<file path="src/rtl/peak_tx_sched_if.sv">
// rtl/peak_tx_sched_if.sv - byte launch handshake between frame scheduler and UART TX
interface peak_tx_sched_if;
  logic       tx_start;
  logic [7:0] tx_data;
  logic       tx_busy;

  modport master (output tx_start, output tx_data, input tx_busy);
  modport slave  (input tx_start, input tx_data, output tx_busy);
endinterface

</file>
<file path="src/rtl/peak_tx_sched.sv">
// rtl/peak_tx_sched.sv - periodic/forced peak snapshot framer feeding one UART TX
// Optional sixth checksum byte enabled by defining PEAK_TX_CHKSUM_EN.
module peak_tx_sched #(
  parameter int unsigned FRAME_PERIOD = 1000000,
  parameter logic [7:0]  SYNC_BYTE    = 8'hA5
) (
  input  logic             clock,
  input  logic             reset,
  input  logic [7:0]       max_1,
  input  logic [7:0]       max_2,
  input  logic [7:0]       max_3,
  input  logic [7:0]       max_4,
  input  logic             force_frame,
  peak_tx_sched_if.master  tx,
  output logic             peak_clr,
  output logic             frame_busy,
  output logic             overrun
);

  localparam int CNT_W = $clog2(FRAME_PERIOD);
`ifdef PEAK_TX_CHKSUM_EN
  localparam logic [2:0] LAST_IDX = 3'd5;
`else
  localparam logic [2:0] LAST_IDX = 3'd4;
`endif

  typedef enum logic [2:0] {IDLE, LATCH, SEND, WAIT_ACK, WAIT_DONE} state_t;

  state_t           state, state_nxt;
  logic [CNT_W-1:0] period_cnt;
  logic             tick, request, pending, launch;
  logic [7:0]       shadow_1, shadow_2, shadow_3, shadow_4;
  logic [7:0]       tx_data_q, frame_byte;
  logic [2:0]       byte_idx;
  logic [1:0]       ack_cnt;

  assign tick    = (period_cnt == CNT_W'(FRAME_PERIOD - 1));
  assign request = tick | force_frame;

  always_ff @(posedge clock) begin
    if (!reset)    period_cnt <= '0;
    else if (tick) period_cnt <= '0;
    else           period_cnt <= period_cnt + CNT_W'(1);
  end

  // A request landing in the LATCH cycle simply re-queues; it is not an overrun.
  always_ff @(posedge clock) begin
    if (!reset) begin
      pending <= 1'b0;
      overrun <= 1'b0;
    end else if (state == LATCH) begin
      pending <= request;
    end else if (request) begin
      if (pending) overrun <= 1'b1;
      pending <= 1'b1;
    end
  end

  always_ff @(posedge clock) begin
    if (!reset) state <= IDLE;
    else        state <= state_nxt;
  end

  always_ff @(posedge clock) begin
    if (!reset) begin
      shadow_1  <= '0;
      shadow_2  <= '0;
      shadow_3  <= '0;
      shadow_4  <= '0;
      tx_data_q <= '0;
      byte_idx  <= '0;
      ack_cnt   <= '0;
    end else begin
      if (state == LATCH) begin
        shadow_1 <= max_1;
        shadow_2 <= max_2;
        shadow_3 <= max_3;
        shadow_4 <= max_4;
        byte_idx <= '0;
      end
      if (launch) tx_data_q <= frame_byte;
      if (state == WAIT_ACK) ack_cnt <= ack_cnt + 2'd1;
      else                   ack_cnt <= '0;
      if (state == WAIT_DONE && !tx.tx_busy) byte_idx <= byte_idx + 3'd1;
    end
  end

`ifdef PEAK_TX_CHKSUM_EN
  logic [7:0] checksum;
  assign checksum = shadow_1 + shadow_2 + shadow_3 + shadow_4;
`endif

  always_comb begin
    frame_byte = 8'h00;
    case (byte_idx)
      3'd0:    frame_byte = SYNC_BYTE;
      3'd1:    frame_byte = shadow_1;
      3'd2:    frame_byte = shadow_2;
      3'd3:    frame_byte = shadow_3;
      3'd4:    frame_byte = shadow_4;
`ifdef PEAK_TX_CHKSUM_EN
      3'd5:    frame_byte = checksum;
`endif
      default: frame_byte = 8'h00;
    endcase
  end

  // WAIT_ACK gives up after four quiet cycles so a TX with no visible busy still advances.
  always_comb begin
    state_nxt = state;
    launch    = 1'b0;
    peak_clr  = 1'b0;
    case (state)
      IDLE:      if (pending) state_nxt = LATCH;
      LATCH: begin
        peak_clr  = 1'b1;
        state_nxt = SEND;
      end
      SEND: begin
        if (!tx.tx_busy) begin
          launch    = 1'b1;
          state_nxt = WAIT_ACK;
        end
      end
      WAIT_ACK:  if (tx.tx_busy || ack_cnt == 2'd3) state_nxt = WAIT_DONE;
      WAIT_DONE: begin
        if (!tx.tx_busy) state_nxt = (byte_idx == LAST_IDX) ? IDLE : SEND;
      end
      default:   state_nxt = IDLE;
    endcase
  end

  assign tx.tx_start = launch;
  assign tx.tx_data  = launch ? frame_byte : tx_data_q;
  assign frame_busy  = (state != IDLE);

endmodule

</file>
<file path="src/flat_wrapper.sv">
// flat-port wrapper written by rule: the top's interface ports become plain ports
module peak_tx_sched_flat 
#(
  parameter int unsigned FRAME_PERIOD = 1000000,
  parameter logic [7:0]  SYNC_BYTE    = 8'hA5
)
  (clock, reset, max_1, max_2, max_3, max_4, force_frame, peak_clr, frame_busy, overrun, tx_tx_start, tx_tx_data, tx_tx_busy);
  peak_tx_sched_if tx_i ();
  input  logic clock;
  input  logic reset;
  input  logic [7:0] max_1;
  input  logic [7:0] max_2;
  input  logic [7:0] max_3;
  input  logic [7:0] max_4;
  input  logic force_frame;
  output logic peak_clr;
  output logic frame_busy;
  output logic overrun;
  output wire logic [$bits(tx_i.tx_start)-1:0] tx_tx_start;
  output wire logic [$bits(tx_i.tx_data)-1:0] tx_tx_data;
  input wire logic [$bits(tx_i.tx_busy)-1:0] tx_tx_busy;
  assign tx_tx_start = tx_i.tx_start;
  assign tx_tx_data = tx_i.tx_data;
  assign tx_i.tx_busy = tx_tx_busy;
  peak_tx_sched #(.FRAME_PERIOD(FRAME_PERIOD), .SYNC_BYTE(SYNC_BYTE)) u_core (.clock(clock), .reset(reset), .max_1(max_1), .max_2(max_2), .max_3(max_3), .max_4(max_4), .force_frame(force_frame), .tx(tx_i), .peak_clr(peak_clr), .frame_busy(frame_busy), .overrun(overrun));
endmodule
</file>
<file path="config.mk">
export PLATFORM = sky130hd
export DESIGN_NAME = peak_tx_sched_flat
export DESIGN_NICKNAME = d
export VERILOG_FILES = /design/src/rtl/peak_tx_sched_if.sv /design/src/rtl/peak_tx_sched.sv /design/src/flat_wrapper.sv
export SDC_FILE = /design/constraint.sdc
export NUM_CORES = 1
export LEC_CHECK = 0
export ABC_AREA = 1
export BUFFER_PORTS_ARGS = -buffer_cell sky130_fd_sc_hd__buf_2
export CAP_MARGIN = 20
export CORE_UTILIZATION = 25
export CTS_BUF_LIST = sky130_fd_sc_hd__clkbuf_8 sky130_fd_sc_hd__clkbuf_16
export CTS_CLUSTER_SIZE = 24
export DETAILED_ROUTE_END_ITERATION = 8
export SYNTH_ARGS = -nofsm -noshare
export SYNTH_HDL_FRONTEND = slang
export SYNTH_SLANG_ARGS = --single-unit
</file>
<file path="constraint.sdc">
create_clock -name clock -period 3.3 [get_ports clock]
set_input_delay 0.165 -clock clock [delete_from_list [all_inputs] [get_ports clock]]
set_output_delay 0.165 -clock clock [all_outputs]
set_load 0.02 [all_outputs]
</file>
==> results of run 1 <==
## worst max-delay path, stage by stage, from the launching register on
cell and delay [ns]:
sky130_fd_sc_hd__dfxtp_1 0.34, sky130_fd_sc_hd__inv_1 0.09, sky130_fd_sc_hd__ha_1 0.17, sky130_fd_sc_hd__inv_1 0.04, sky130_fd_sc_hd__nor2_1 0.31, sky130_fd_sc_hd__nor2_2 0.10, sky130_fd_sc_hd__a21oi_4 0.25, sky130_fd_sc_hd__nand2_1 0.11
sky130_fd_sc_hd__nand2_1 0.07, sky130_fd_sc_hd__buf_2 0.16
## area by class of cell
cell class	count	share of cell area, %
sequential	70	35.7
clock inverter	6	2.77
multi-input combinational	317	39.3
tap	168	5.35
clock buffer	10	6.09
timing repair buffer	49	6.37
inverter	46	4.40
## flip-flops by register name (all words and copies together), names as in the netlist, 2 cells and up
register	flops
u_core.state	3
u_core.shadow_3	8
u_core.tx_data_q	8
u_core.byte_idx	3
u_core.ack_cnt	2
u_core.period_cnt	20
u_core.shadow_2	8
u_core.shadow_1	8
u_core.shadow_4	8
## power by group through the flow
stage	registers [W]	clock network, W	logic (W)
final	0.000940	0.00112	0.000250
after floorplan	0.000949	0	0.000183
after CTS	0.000940	0.00114	0.000253
after detailed placement	0.000957	0	0.000252
after global routing	0.000947	0.00118	0.000289
after global placement	0.000956	0	0.000248
## per-layer routing
metal,vias up,part of all wire (%),GRT usage (%)
met5,-,0.17,0
met4,2,1.8,6.58
met3,12,4.8,3.37
met2,54,47,19.8
met1,1290,47,15.3
li1,1509,-,-
## Yosys cell counts
cell	count	area, um2
sky130_fd_sc_hd__inv_1	43	161
sky130_fd_sc_hd__dfxtp_1	70	1400
sky130_fd_sc_hd__ha_1	7	87.6
sky130_fd_sc_hd__nand3b_1	1	7.51
sky130_fd_sc_hd__nor3b_1	1	7.51
sky130_fd_sc_hd__or2_0	2	12.5
sky130_fd_sc_hd__a21oi_4	1	16.3
sky130_fd_sc_hd__nor2_1	44	165
sky130_fd_sc_hd__buf_4	2	15.0
sky130_fd_sc_hd__xnor2_1	5	43.8
sky130_fd_sc_hd__xor2_1	7	61.3
sky130_fd_sc_hd__o22ai_1	3	18.8
sky130_fd_sc_hd__nor2_4	1	11.3
sky130_fd_sc_hd__buf_2	3	15.0
sky130_fd_sc_hd__nor3_1	1	5.00
sky130_fd_sc_hd__buf_1	1	3.75
sky130_fd_sc_hd__inv_2	1	3.75
sky130_fd_sc_hd__nor2_2	5	31.3
sky130_fd_sc_hd__nand2_2	4	25.0
sky130_fd_sc_hd__nand2_4	1	11.3
sky130_fd_sc_hd__clkbuf_1	4	15.0
sky130_fd_sc_hd__clkinv_1	2	7.51
sky130_fd_sc_hd__a21oi_1	55	275
sky130_fd_sc_hd__o21ai_0	17	85.1
sky130_fd_sc_hd__or2_2	1	6.26
sky130_fd_sc_hd__a31oi_1	1	6.26
sky130_fd_sc_hd__o31ai_1	1	7.51
sky130_fd_sc_hd__nand3_2	2	20.0
sky130_fd_sc_hd__nor3b_2	1	12.5
sky130_fd_sc_hd__o2111ai_1	1	8.76
sky130_fd_sc_hd__o211ai_1	1	7.51
sky130_fd_sc_hd__nand3_1	8	40.0
sky130_fd_sc_hd__buf_6	1	11.3
sky130_fd_sc_hd__nand4_1	9	56.3
sky130_fd_sc_hd__nand2_1	137	514
## logic make-up after synthesis
| logic type | Yosys count | share of synthesized area (%) |
|---|---|---|
| fa+ha+maj | 7 | 2.76 |
| flops | 70 | 44.1 |
| xor+xnor | 12 | 3.31 |
| compound gates | 80 | 13.4 |
| simple gates | 218 | 29.1 |
| buf+inv | 57 | 7.32 |
## metrics by stage
| step | instance area [um2] | utilization [%] | power [W] |
|---|---|---|---|
| floorplan | 3180 | - | 0.00113 |
| global placement | 3580 | 29.3 | 0.00120 |
| detailed placement | 3580 | 29.3 | 0.00121 |
| CTS | 3930 | 32.2 | 0.00234 |
| global route | 3930 | 32.2 | 0.00241 |
| finish | 3930 | 32.2 | 0.00231 |
## how the worst max path moves through the flow
stage                             startpoint            end  depth (start not counted)
final                     u_core.byte_idx[1]  tx_tx_data[4]                          9
after floorplan           u_core.byte_idx[1]  tx_tx_data[2]                          8
after CTS                 u_core.byte_idx[1]  tx_tx_data[1]                          9
after detailed placement  u_core.byte_idx[1]  tx_tx_data[1]                          9
after global placement    u_core.byte_idx[0]  tx_tx_data[1]                          8
after global routing      u_core.byte_idx[0]  tx_tx_data[7]                          9
==> impl_results.html, run 1 <==
<table>
<tr><th>Metric</th><th>Value</th></tr>
<tr><th colspan="2">Setup path</th></tr>
<tr><td>Capturing point of the worst reg2reg path</td><td>u_core.period_cnt[9]</td></tr>
<tr><td>Kind of capture point of the worst setup path</td><td>primary output</td></tr>
<tr><td>Class of the most critical setup path</td><td>flop to primary output</td></tr>
<tr><td>Reg-to-reg slack, setup</td><td>1.60 ns</td></tr>
<tr><td>Worst path arrival time</td><td>1.97 ns</td></tr>
<tr><td>Crit-path max FO</td><td>8</td></tr>
<tr><td>Kind of start point of the critical path</td><td>flop</td></tr>
<tr><td>Worst Reg-to-Reg Cells</td><td>6</td></tr>
<tr><td>Required time at the worst-slack endpoint</td><td>3.13 ns</td></tr>
<tr><td>Reg-to-reg startpoint</td><td>u_core.period_cnt[0]</td></tr>
<tr><th colspan="2">Clocking</th></tr>
<tr><td>TritonCTS Buffers</td><td>9</td></tr>
<tr><td>Post-CTS setup buffers</td><td>0</td></tr>
<tr><td>Sink Count</td><td>70</td></tr>
<tr><td>CTS tree</td><td>built</td></tr>
<tr><td>Buffer depth of the longest clock path</td><td>2</td></tr>
<tr><td>Clock Tree Root</td><td>sky130_fd_sc_hd__clkbuf_16</td></tr>
<tr><td>Worst skew pair latency</td><td>0.33 ns</td></tr>
<tr><td>Clock Pin Slew Worst Setup and Hold Paths</td><td>0.06 ns</td></tr>
<tr><td>CTS hold repair buffers</td><td>0</td></tr>
<tr><td>Post-cts resize count</td><td>0</td></tr>
<tr><td>CTS HTree Levels</td><td>3</td></tr>
<tr><th colspan="2">Power</th></tr>
<tr><td>Leakage component of the power</td><td>1.58 nW</td></tr>
<tr><td>Ratio of total power to cell area</td><td>589 mW/mm2</td></tr>
<tr><td>Internal cell power</td><td>0.00175 W</td></tr>
<tr><td>Portion of total power attributed to the clock network</td><td>48.6%</td></tr>
<tr><td>Net switching component of the power</td><td>0.000563 W</td></tr>
<tr><td>Portion of total power attributed to combinational logic</td><td>10.8%</td></tr>
<tr><td>Highest ir drop seen on vdd</td><td>0.000219 V</td></tr>
<tr><td>Reg power frac</td><td>40.6%</td></tr>
<tr><td>Switching part of the total</td><td>24.3%</td></tr>
<tr><th colspan="2">Place</th></tr>
<tr><td>Port bufs</td><td>47</td></tr>
<tr><td>Detailed placement HPWL</td><td>5.53 mm</td></tr>
<tr><td>Total placed cells including tap cells</td><td>650</td></tr>
<tr><td>Final Wtd Congestion</td><td>0.824</td></tr>
<tr><td>Post-Place Worst Slack</td><td>1.51 ns</td></tr>
<tr><th colspan="2">Drt</th></tr>
<tr><td>Vias per cell</td><td>4.30</td></tr>
<tr><td>Iter 0 DRT Violations</td><td>166</td></tr>
<tr><td>Remaining antenna violation count after routing</td><td>0</td></tr>
<tr><td>Routed wire length</td><td>7.60 mm</td></tr>
<tr><td>Wirelength per Cell</td><td>11.4 um</td></tr>
<tr><td>DRC violations left</td><td>0</td></tr>
<tr><td>Vias after detailed routing</td><td>2867</td></tr>
<tr><td>First-pass DRT Iterations</td><td>4</td></tr>
<tr><th colspan="2">Outcome</th></tr>
<tr><td>Run status</td><td>completed</td></tr>
<tr><th colspan="2">Hold path</th></tr>
<tr><td>Endpoint of the worst hold path</td><td>u_core.shadow_2[4]</td></tr>
<tr><td>Hold-critical path depth</td><td>3</td></tr>
<tr><td>Hold Path Origin</td><td>max_2[4]</td></tr>
<tr><td>Type of the most critical hold path</td><td>input port to flop</td></tr>
<tr><th colspan="2">Die</th></tr>
<tr><td>Chip width</td><td>115 um</td></tr>
<tr><td>Starting density of the core</td><td>26.0%</td></tr>
<tr><td># IOs</td><td>48</td></tr>
<tr><td>Area of the die</td><td>0.0132 mm2</td></tr>
<tr><td>Die H</td><td>115 um</td></tr>
<tr><td>Placeable core region</td><td>0.0122 mm2</td></tr>
<tr><td>Placement row count</td><td>40</td></tr>
<tr><th colspan="2">Logic synthesis</th></tr>
<tr><td>Number of synthesized register bits</td><td>70</td></tr>
<tr><td>Avg Synthesized Cell Area</td><td>7.16 um2</td></tr>
<tr><td>Count of different cell masters after synthesis</td><td>35</td></tr>
<tr><td>Yosys Warn Count</td><td>0</td></tr>
<tr><td>Post-synthesis net count</td><td>487</td></tr>
<tr><td>Number of cells produced by synthesis</td><td>444</td></tr>
<tr><td>Part of the Yosys area used for sequential elements</td><td>44.1%</td></tr>
<tr><td>Area of the mapped netlist</td><td>0.00318 mm2</td></tr>
<tr><th colspan="2">STA</th></tr>
<tr><td>Unrepaired setup endpoints after global routing</td><td>no</td></tr>
<tr><td>Final Hold Fails</td><td>0</td></tr>
<tr><td>Tightest hold margin</td><td>0.0761 ns</td></tr>
<tr><td>Setup tns final</td><td>0 ns</td></tr>
<tr><td>Post-route minimum period</td><td>2.14 ns</td></tr>
<tr><td>Count of final max-slew check failures</td><td>0</td></tr>
<tr><td>Clock Skew</td><td>0.00556 ns</td></tr>
<tr><td>Transition time of the tightest slew-check pin</td><td>0.607 ns</td></tr>
<tr><td>Post-layout worst setup margin</td><td>1.16 ns</td></tr>
<tr><td>Fmax achieved</td><td>467 MHz</td></tr>
<tr><td>Final period util</td><td>64.8%</td></tr>
<tr><td>Worst-case headroom to the max-slew limit</td><td>59.5%</td></tr>
<tr><td>Total of endpoints with negative setup slack in the final report</td><td>0</td></tr>
<tr><th colspan="2">Global routing</th></tr>
<tr><td>Number of antenna violations at the first check in global routing</td><td>1</td></tr>
<tr><td>Number of global-route vias before repair</td><td>2645</td></tr>
<tr><td>Total congestion overflow</td><td>0</td></tr>
<tr><td>Largest net degree at the start of global routing</td><td>46</td></tr>
<tr><td>All-layer global routing usage</td><td>12.4%</td></tr>
<tr><td>First-pass GRT wire length</td><td>12.5 mm</td></tr>
<tr><th colspan="2">Layout</th></tr>
<tr><td>Area of combinational cells with multiple inputs</td><td>0.00154 mm2</td></tr>
<tr><td>Top library cells by usage in the layout, fill and taps aside</td><td>sky130_fd_sc_hd__nand2_1, sky130_fd_sc_hd__dfxtp_1, sky130_fd_sc_hd__a21oi_1</td></tr>
<tr><td>Count of filler cells inserted in the layout</td><td>1332</td></tr>
<tr><td>Number of standard cells in the final layout excluding fillers</td><td>666</td></tr>
<tr><td>Share of cells above drive strength 1</td><td>16.5%</td></tr>
<tr><td>Antenna Diode Count</td><td>0</td></tr>
<tr><td>Area grow syn2layout</td><td>23.5%</td></tr>
<tr><td>Footprint of the flip-flops and latches</td><td>0.00140 mm2</td></tr>
<tr><td>Layout Nets</td><td>536</td></tr>
<tr><td>Most common cell after layout, fill and taps aside</td><td>sky130_fd_sc_hd__nand2_1</td></tr>
<tr><th colspan="2">Run</th></tr>
<tr><td>Number of max-cap violations</td><td>0</td></tr>
</table>
No activity file was read; power rests on OpenSTA's default activity.
==> run 2, diff against run 1 <==
clock period = 2.2 ns   (was 3.3 ns; I/O delays follow)
==> impl_results.html, run 2 (synthesis gave the netlist of run 1 again) <==
<table>
<tr><th>Metric</th><th>Value</th></tr>
<tr><th colspan="2">Outcome</th></tr>
<tr><td>Run status</td><td>completed</td></tr>
<tr><th colspan="2">Drt</th></tr>
<tr><td>Vias after detailed routing</td><td>2858 (-0.31%)</td></tr>
<tr><td>Wirelength per Cell</td><td>11.3 um (-0.52%)</td></tr>
<tr><td>DRC violations left</td><td>0 (unchanged)</td></tr>
<tr><td>Vias per cell</td><td>4.30 (-0.16%)</td></tr>
<tr><td>Routed wire length</td><td>7.55 mm (-0.67%)</td></tr>
<tr><td>Remaining antenna violation count after routing</td><td>0 (unchanged)</td></tr>
<tr><td>Iter 0 DRT Violations</td><td>202 (+22%)</td></tr>
<tr><td>First-pass DRT Iterations</td><td>7 (+3)</td></tr>
<tr><th colspan="2">Place</th></tr>
<tr><td>Post-Place Worst Slack</td><td>0.441 ns (-1.07 ns)</td></tr>
<tr><td>Final Wtd Congestion</td><td>0.822 (-0.30%)</td></tr>
<tr><td>Port bufs</td><td>47 (unchanged)</td></tr>
<tr><td>Detailed placement HPWL</td><td>5.55 mm (+0.35%)</td></tr>
<tr><th colspan="2">Clocking</th></tr>
<tr><td>CTS tree</td><td>built</td></tr>
<tr><td>Clock Pin Slew Worst Setup and Hold Paths</td><td>0.06 ns (about the same)</td></tr>
<tr><td>Worst skew pair latency</td><td>0.33 ns (about the same)</td></tr>
<tr><td>CTS hold repair buffers</td><td>0 (unchanged)</td></tr>
<tr><td>CTS HTree Levels</td><td>3 (unchanged)</td></tr>
<tr><td>Sink Count</td><td>70 (unchanged)</td></tr>
<tr><td>Clock Tree Root</td><td>sky130_fd_sc_hd__clkbuf_16</td></tr>
<tr><td>Buffer depth of the longest clock path</td><td>2 (unchanged)</td></tr>
<tr><td>TritonCTS Buffers</td><td>9 (unchanged)</td></tr>
<tr><td>Post-CTS setup buffers</td><td>0 (unchanged)</td></tr>
<tr><th colspan="2">Power</th></tr>
<tr><td>Leakage component of the power</td><td>1.55 nW (-2.3%)</td></tr>
<tr><td>Net switching component of the power</td><td>0.000831 W (+47%)</td></tr>
<tr><td>Internal cell power</td><td>0.00236 W (+35%)</td></tr>
<tr><td>Reg power frac</td><td>44.2% (+3.6 points)</td></tr>
<tr><td>Switching part of the total</td><td>26.1% (+1.7 points)</td></tr>
<tr><td>Highest ir drop seen on vdd</td><td>0.000372 V (+70%)</td></tr>
<tr><td>Ratio of total power to cell area</td><td>824 mW/mm2 (+40%)</td></tr>
<tr><td>Portion of total power attributed to the clock network</td><td>44.0% (-4.6 points)</td></tr>
<tr><td>Portion of total power attributed to combinational logic</td><td>11.8% (+1.0 points)</td></tr>
<tr><th colspan="2">Global routing</th></tr>
<tr><td>Largest net degree at the start of global routing</td><td>46 (unchanged)</td></tr>
<tr><td>Number of antenna violations at the first check in global routing</td><td>1 (unchanged)</td></tr>
<tr><td>Met1 demand-to-capacity share in global routing</td><td>14.8% (-0.50 points)</td></tr>
<tr><td>Number of global-route vias before repair</td><td>2676 (+1.2%)</td></tr>
<tr><td>Global route hottest layer</td><td>met2</td></tr>
<tr><td>Met3 layer usage reported by global route</td><td>4.06% (+0.69 points)</td></tr>
<tr><td>Met2 global-route usage</td><td>19.5% (-0.24 points)</td></tr>
<tr><td>Total congestion overflow</td><td>0 (unchanged)</td></tr>
<tr><td>First-pass GRT wire length</td><td>12.3 mm (-1.5%)</td></tr>
<tr><td>All-layer global routing usage</td><td>12.1% (-0.26 points)</td></tr>
<tr><th colspan="2">STA</th></tr>
<tr><td>Count of final max-slew check failures</td><td>0 (unchanged)</td></tr>
<tr><td>Clock Skew</td><td>0.00683 ns (+0.00126 ns)</td></tr>
<tr><td>Unrepaired setup endpoints after global routing</td><td>no</td></tr>
<tr><td>Final period util</td><td>90.9%</td></tr>
<tr><td>Final Hold Fails</td><td>0 (unchanged)</td></tr>
<tr><td>Fmax achieved</td><td>500 MHz</td></tr>
<tr><td>Transition time of the tightest slew-check pin</td><td>0.654 ns (+0.0474 ns)</td></tr>
<tr><td>Worst-case headroom to the max-slew limit</td><td>56.3% (-3.2 points)</td></tr>
<tr><td>Post-layout worst setup margin</td><td>0.200 ns (-0.961 ns)</td></tr>
<tr><td>Post-route minimum period</td><td>2.00 ns</td></tr>
<tr><td>Setup tns final</td><td>0 ns (unchanged)</td></tr>
<tr><td>Tightest hold margin</td><td>0.0246 ns (-0.0515 ns)</td></tr>
<tr><td>Total of endpoints with negative setup slack in the final report</td><td>0 (unchanged)</td></tr>
<tr><th colspan="2">Setup path</th></tr>
<tr><td>Kind of capture point of the worst setup path</td><td>primary output</td></tr>
<tr><td>Kind of start point of the critical path</td><td>flop</td></tr>
<tr><td>Crit-path max FO</td><td>8 (unchanged)</td></tr>
<tr><td>Class of the most critical setup path</td><td>flop to primary output</td></tr>
<tr><td>Required time at the worst-slack endpoint</td><td>2.09 ns (-1.04 ns)</td></tr>
<tr><td>Worst path arrival time</td><td>1.89 ns (-0.08 ns)</td></tr>
<tr><th colspan="2">Layout</th></tr>
<tr><td>Most common cell after layout, fill and taps aside</td><td>sky130_fd_sc_hd__nand2_1</td></tr>
<tr><td>Register name with the most flops</td><td>u_core.period_cnt</td></tr>
<tr><td>Top library cells by usage in the layout, fill and taps aside</td><td>sky130_fd_sc_hd__nand2_1, sky130_fd_sc_hd__dfxtp_1, sky130_fd_sc_hd__a21oi_1</td></tr>
<tr><td>Number of flip-flops in the largest register</td><td>20 (unchanged)</td></tr>
<tr><td>Antenna Diode Count</td><td>0 (unchanged)</td></tr>
<tr><td>Layout Nets</td><td>536 (unchanged)</td></tr>
<tr><td>Share of cells above drive strength 1</td><td>16.5% (+0.033 points)</td></tr>
<tr><td>Area grow syn2layout</td><td>21.8%</td></tr>
<tr><th colspan="2">Die</th></tr>
<tr><td>Chip width</td><td>115 um (unchanged)</td></tr>
<tr><td>Placeable core region</td><td>0.0122 mm2 (unchanged)</td></tr>
<tr><td>Starting density of the core</td><td>26.0% (unchanged)</td></tr>
<tr><td>Area of the die</td><td>0.0132 mm2 (unchanged)</td></tr>
<tr><td># IOs</td><td>48 (unchanged)</td></tr>
<tr><td>Placement row count</td><td>40 (unchanged)</td></tr>
<tr><td>Die H</td><td>115 um (unchanged)</td></tr>
<tr><th colspan="2">Run</th></tr>
<tr><td>Number of max-cap violations</td><td>0 (unchanged)</td></tr>
<tr><th colspan="2">Hold path</th></tr>
<tr><td>Type of the most critical hold path</td><td>input port to flop</td></tr>
</table>
==> run 2: changes by cell type in the layout (fill, tap and decap cells not counted), sizes merged <==
cell | before | now
clkbuf | 10 | 9
bufinv | 3 | 1
clkinvlp | 0 | 2
==> run 2: cell type report <==
cell class / count / area, um2
sequential: 70 / 1400
multi-input combinational: 317 / 1550
clock inverter: 6 / 63.8
timing repair buffer: 49 / 250
tap: 168 / 210
fill: 1316 / 8340
inverter: 46 / 173
clock buffer: 9 / 225
==> run 2: power by group through the flow <==
| stage | combinational, W | clock (W) | sequential, W |
|---|---|---|---|
| after floorplan | 0.000274 | 0 | 0.00142 |
| after global placement | 0.000373 | 0 | 0.00143 |
| after detailed placement | 0.000380 | 0 | 0.00144 |
| after CTS | 0.000382 | 0.00144 | 0.00141 |
| after global routing | 0.000429 | 0.00149 | 0.00142 |
| final | 0.000376 | 0.00140 | 0.00141 |
==> run 2: through the flow <==
step	total power [W]	area [um2]	cells	utilization, %
after floorplan	0.00170	3180	444	-
after global placement	0.00181	3580	650	29.3
after detailed placement	0.00182	3580	650	29.3
after CTS	0.00323	3870	665	31.7
after global routing	0.00334	3870	665	31.7
final	0.00319	3870	665	31.7
==> run 2: critical path, stage by stage (launching register included) <==
cell and delay (ns):
sky130_fd_sc_hd__dfxtp_1 0.33, sky130_fd_sc_hd__inv_1 0.09, sky130_fd_sc_hd__ha_1 0.18, sky130_fd_sc_hd__inv_1 0.06, sky130_fd_sc_hd__nor2_2 0.22, sky130_fd_sc_hd__nor2_2 0.09
sky130_fd_sc_hd__a21oi_4 0.24, sky130_fd_sc_hd__nand2_1 0.11, sky130_fd_sc_hd__nand2_1 0.08, sky130_fd_sc_hd__buf_2 0.16
==> run 2: path summary, 6_finish.rpt <==
path / startpoint / endpoint / slack (ns) / cells after the start
min reg2reg: u_core.ack_cnt[0] / u_core.ack_cnt[0] / 0.43 / 1
max: u_core.byte_idx[1] / tx_tx_data[3] / 0.20 / 9
max reg2reg: u_core.period_cnt[0] / u_core.period_cnt[12] / 0.57 / 6
min: max_4[4] / u_core.shadow_4[4] / 0.02 / 3
==> run 2: per-layer routing <==
metal,routed length (um),up-vias
met1,3510,1269
met2,3520,60
met3,368,12
met4,140,2
met5,13,-
li1,-,1515
==> run 2: repair_timing <==
action	in CTS	in global routing
hold endpoints to repair	0	0
endpoints found under the setup margin	0	8
resized for setup	0	1
==> run 3, diff against run 2 <==
clock period = 2.03 ns   (was 2.2 ns; I/O delays follow)
==> impl_results.html, run 3 (synthesis gave the netlist of run 1 again) <==
<table>
<tr><th>Metric</th><th>Value</th></tr>
<tr><th colspan="2">Setup path</th></tr>
<tr><td>CP max stage cell</td><td>sky130_fd_sc_hd__dfxtp_1</td></tr>
<tr><td>Kind of start point of the critical path</td><td>flop</td></tr>
<tr><td>Required time at the worst-slack endpoint</td><td>1.93 ns (-0.16 ns)</td></tr>
<tr><td>Most frequent cell on the critical path</td><td>sky130_fd_sc_hd__nand2_1</td></tr>
<tr><td>Buf/Inv on CP</td><td>3 (unchanged)</td></tr>
<tr><td>Worst stage delay on the critical path</td><td>0.34 ns (about the same)</td></tr>
<tr><td>Cells along the critical path</td><td>inv_1 -&gt; ha_2 -&gt; nand2_1 -&gt; inv_1 -&gt; nand2_1 -&gt; nand4_1 -&gt; nand2_1 -&gt; nand2_1 -&gt; buf_2</td></tr>
<tr><td>Crit-path max FO</td><td>6 (-2)</td></tr>
<tr><td>Cell family with most CP delay</td><td>simple AND/OR/NAND/NOR gates</td></tr>
<tr><td>Class of the most critical setup path</td><td>flop to primary output</td></tr>
<tr><td>Worst path arrival time</td><td>1.82 ns (-0.07 ns)</td></tr>
<tr><td>Kind of capture point of the worst setup path</td><td>primary output</td></tr>
<tr><th colspan="2">Place</th></tr>
<tr><td>Total placed cells including tap cells</td><td>652 (+0.31%)</td></tr>
<tr><td>Final Wtd Congestion</td><td>0.823 (+0.13%)</td></tr>
<tr><td>Port bufs</td><td>47 (unchanged)</td></tr>
<tr><td>Detailed placement HPWL</td><td>5.57 mm (+0.45%)</td></tr>
<tr><th colspan="2">Outcome</th></tr>
<tr><td>Run status</td><td>completed</td></tr>
<tr><th colspan="2">Global routing</th></tr>
<tr><td>Largest net degree at the start of global routing</td><td>37 (-20%)</td></tr>
<tr><td>First-pass GRT wire length</td><td>12.7 mm (+2.9%)</td></tr>
<tr><td>All-layer global routing usage</td><td>12.6% (+0.41 points)</td></tr>
<tr><td>Total congestion overflow</td><td>0 (unchanged)</td></tr>
<tr><td>Number of global-route vias before repair</td><td>2710 (+1.3%)</td></tr>
<tr><td>Number of antenna violations at the first check in global routing</td><td>1 (unchanged)</td></tr>
<tr><th colspan="2">Layout</th></tr>
<tr><td>Register name with the most flops</td><td>u_core.period_cnt</td></tr>
<tr><td>Number of standard cells in the final layout excluding fillers</td><td>670 (+0.75%)</td></tr>
<tr><td>Share of cells above drive strength 1</td><td>18.1% (+1.6 points)</td></tr>
<tr><td>Layout Nets</td><td>540 (+0.75%)</td></tr>
<tr><td>Number of flip-flops in the largest register</td><td>20 (unchanged)</td></tr>
<tr><td>Antenna Diode Count</td><td>0 (unchanged)</td></tr>
<tr><td>Top library cells by usage in the layout, fill and taps aside</td><td>sky130_fd_sc_hd__nand2_1, sky130_fd_sc_hd__dfxtp_1, sky130_fd_sc_hd__a21oi_1</td></tr>
<tr><td>Area grow syn2layout</td><td>24.6%</td></tr>
<tr><td>Layout Utilization</td><td>32.4% (+0.75 points)</td></tr>
<tr><td>Most common cell after layout, fill and taps aside</td><td>sky130_fd_sc_hd__nand2_1</td></tr>
<tr><th colspan="2">Power</th></tr>
<tr><td>Final Total Pwr</td><td>0.00364 W (+14%)</td></tr>
<tr><td>Ratio of total power to cell area</td><td>919 mW/mm2 (+11%)</td></tr>
<tr><td>Leakage component of the power</td><td>1.58 nW (+2.3%)</td></tr>
<tr><td>Highest ir drop seen on vdd</td><td>0.000433 V (+16%)</td></tr>
<tr><th colspan="2">Drt</th></tr>
<tr><td>Iter 0 DRT Violations</td><td>201 (-0.50%)</td></tr>
<tr><td>Wirelength per Cell</td><td>11.5 um (+0.99%)</td></tr>
<tr><td>Remaining antenna violation count after routing</td><td>0 (unchanged)</td></tr>
<tr><td>First-pass DRT Iterations</td><td>4 (-3)</td></tr>
<tr><td>Vias after detailed routing</td><td>2914 (+2.0%)</td></tr>
<tr><td>DRC violations left</td><td>0 (unchanged)</td></tr>
<tr><td>Vias per cell</td><td>4.35 (+1.2%)</td></tr>
<tr><td>Routed wire length</td><td>7.68 mm (+1.7%)</td></tr>
<tr><th colspan="2">STA</th></tr>
<tr><td>Transition time of the tightest slew-check pin</td><td>0.404 ns (-0.251 ns)</td></tr>
<tr><td>Worst-case headroom to the max-slew limit</td><td>73.1% (+17 points)</td></tr>
<tr><td>Total of endpoints with negative setup slack in the final report</td><td>0 (unchanged)</td></tr>
<tr><td>Tightest hold margin</td><td>0.0116 ns (-0.0130 ns)</td></tr>
<tr><td>Setup tns final</td><td>0 ns (unchanged)</td></tr>
<tr><td>Final Hold Fails</td><td>0 (unchanged)</td></tr>
<tr><td>Count of final max-slew check failures</td><td>0 (unchanged)</td></tr>
<tr><td>Clock Skew</td><td>0.00502 ns (-0.00180 ns)</td></tr>
<tr><td>Final period util</td><td>94.5%</td></tr>
<tr><td>Fmax achieved</td><td>522 MHz</td></tr>
<tr><td>Post-route minimum period</td><td>1.92 ns</td></tr>
<tr><td>Unrepaired setup endpoints after global routing</td><td>yes</td></tr>
<tr><th colspan="2">Clocking</th></tr>
<tr><td>CTS tree</td><td>built</td></tr>
<tr><td>Clock Tree Root</td><td>sky130_fd_sc_hd__clkbuf_16</td></tr>
<tr><td>CTS HTree Levels</td><td>3 (unchanged)</td></tr>
<tr><td>Worst skew pair latency</td><td>0.34 ns (about the same)</td></tr>
<tr><td>Sink Count</td><td>70 (unchanged)</td></tr>
<tr><td>TritonCTS Buffers</td><td>9 (unchanged)</td></tr>
<tr><td>CTS hold repair buffers</td><td>0 (unchanged)</td></tr>
<tr><td>Buffer depth of the longest clock path</td><td>2 (unchanged)</td></tr>
<tr><td>Clock Pin Slew Worst Setup and Hold Paths</td><td>0.06 ns (about the same)</td></tr>
<tr><th colspan="2">Die</th></tr>
<tr><td>Chip width</td><td>115 um (unchanged)</td></tr>
<tr><td>Area of the die</td><td>0.0132 mm2 (unchanged)</td></tr>
<tr><td># IOs</td><td>48 (unchanged)</td></tr>
<tr><td>Die H</td><td>115 um (unchanged)</td></tr>
<tr><td>Starting density of the core</td><td>26.0% (unchanged)</td></tr>
<tr><td>Placement row count</td><td>40 (unchanged)</td></tr>
<tr><td>Placeable core region</td><td>0.0122 mm2 (unchanged)</td></tr>
<tr><th colspan="2">Run</th></tr>
<tr><td>Number of max-cap violations</td><td>0 (unchanged)</td></tr>
<tr><th colspan="2">Hold path</th></tr>
<tr><td>Type of the most critical hold path</td><td>input port to flop</td></tr>
</table>
## run 3: changes by cell type in the layout (fill, tap and decap cells not counted), sizes merged
cell	change
clkinv	-2
clkinvlp	-1
inv	+2
bufinv	+1
clkbuf	+1
buf	+4
## run 3: metrics by stage
stage          setup slack (ns)  instance area [um2]
5_1_grt                 -0.0170                 3960
3_5_place_dp              0.297                 3590
2_1_floorplan             0.580                 3180
3_3_place_gp              0.364                 3590
6_report                  0.113                 3960
4_1_cts                  0.0417                 3920
## run 3: worst paths after layout
check,cells after the start,slack [ns],from,endpoint
setup / recovery,9,0.11,u_core.byte_idx[0],tx_tx_data[4]
hold / removal,3,0.01,max_4[6],u_core.shadow_4[6]
setup reg to reg,6,0.44,u_core.period_cnt[0],u_core.period_cnt[13]
hold reg to reg,1,0.41,u_core.ack_cnt[0],u_core.ack_cnt[0]
## run 3: final cells by class
| cell class | count | area (um2) |
|---|---|---|
| well taps | 168 | 210 |
| fillers | 1329 | 8250 |
| multi-input cells | 317 | 1570 |
| clock buffers | 10 | 239 |
| flip-flops and latches | 70 | 1400 |
| inverters | 46 | 175 |
| repair buffers | 53 | 280 |
| clock inverters | 6 | 85.1 |
## run 3: repair_timing
action / CTS / global route
pin swaps: 0 / 3
buffers inserted: 0 / 2
gates resized for setup: 2 / 7
endpoints found under the setup margin: 8 / 8
## run 3: worst min-delay path: cells and delay by family
kind,cells,cell delay (ns)
AO/OA/AOI/OAI,1,0.05
buffers and inverters,1,0.09
AND/OR/NAND/NOR,1,0.05
## run 3: metal layers
| layer | GRT usage [%] | up-vias | routed length (um) |
|---|---|---|---|
| li1 | - | 1519 | - |
| met1 | 15.7 | 1337 | 3640 |
| met2 | 19.6 | 41 | 3540 |
| met3 | 3.85 | 15 | 329 |
| met4 | 6.49 | 2 | 159 |
| met5 | 0 | - | 13 |
## run 3: where the power goes
group | total (W) | switching [W] | leakage, nW | internal (W)
registers | 0.00153 | 0.0000513 | 0.570 | 0.00148
logic | 0.000420 | 0.000270 | 0.852 | 0.000150
clock network | 0.00169 | 0.000586 | 0.160 | 0.00111
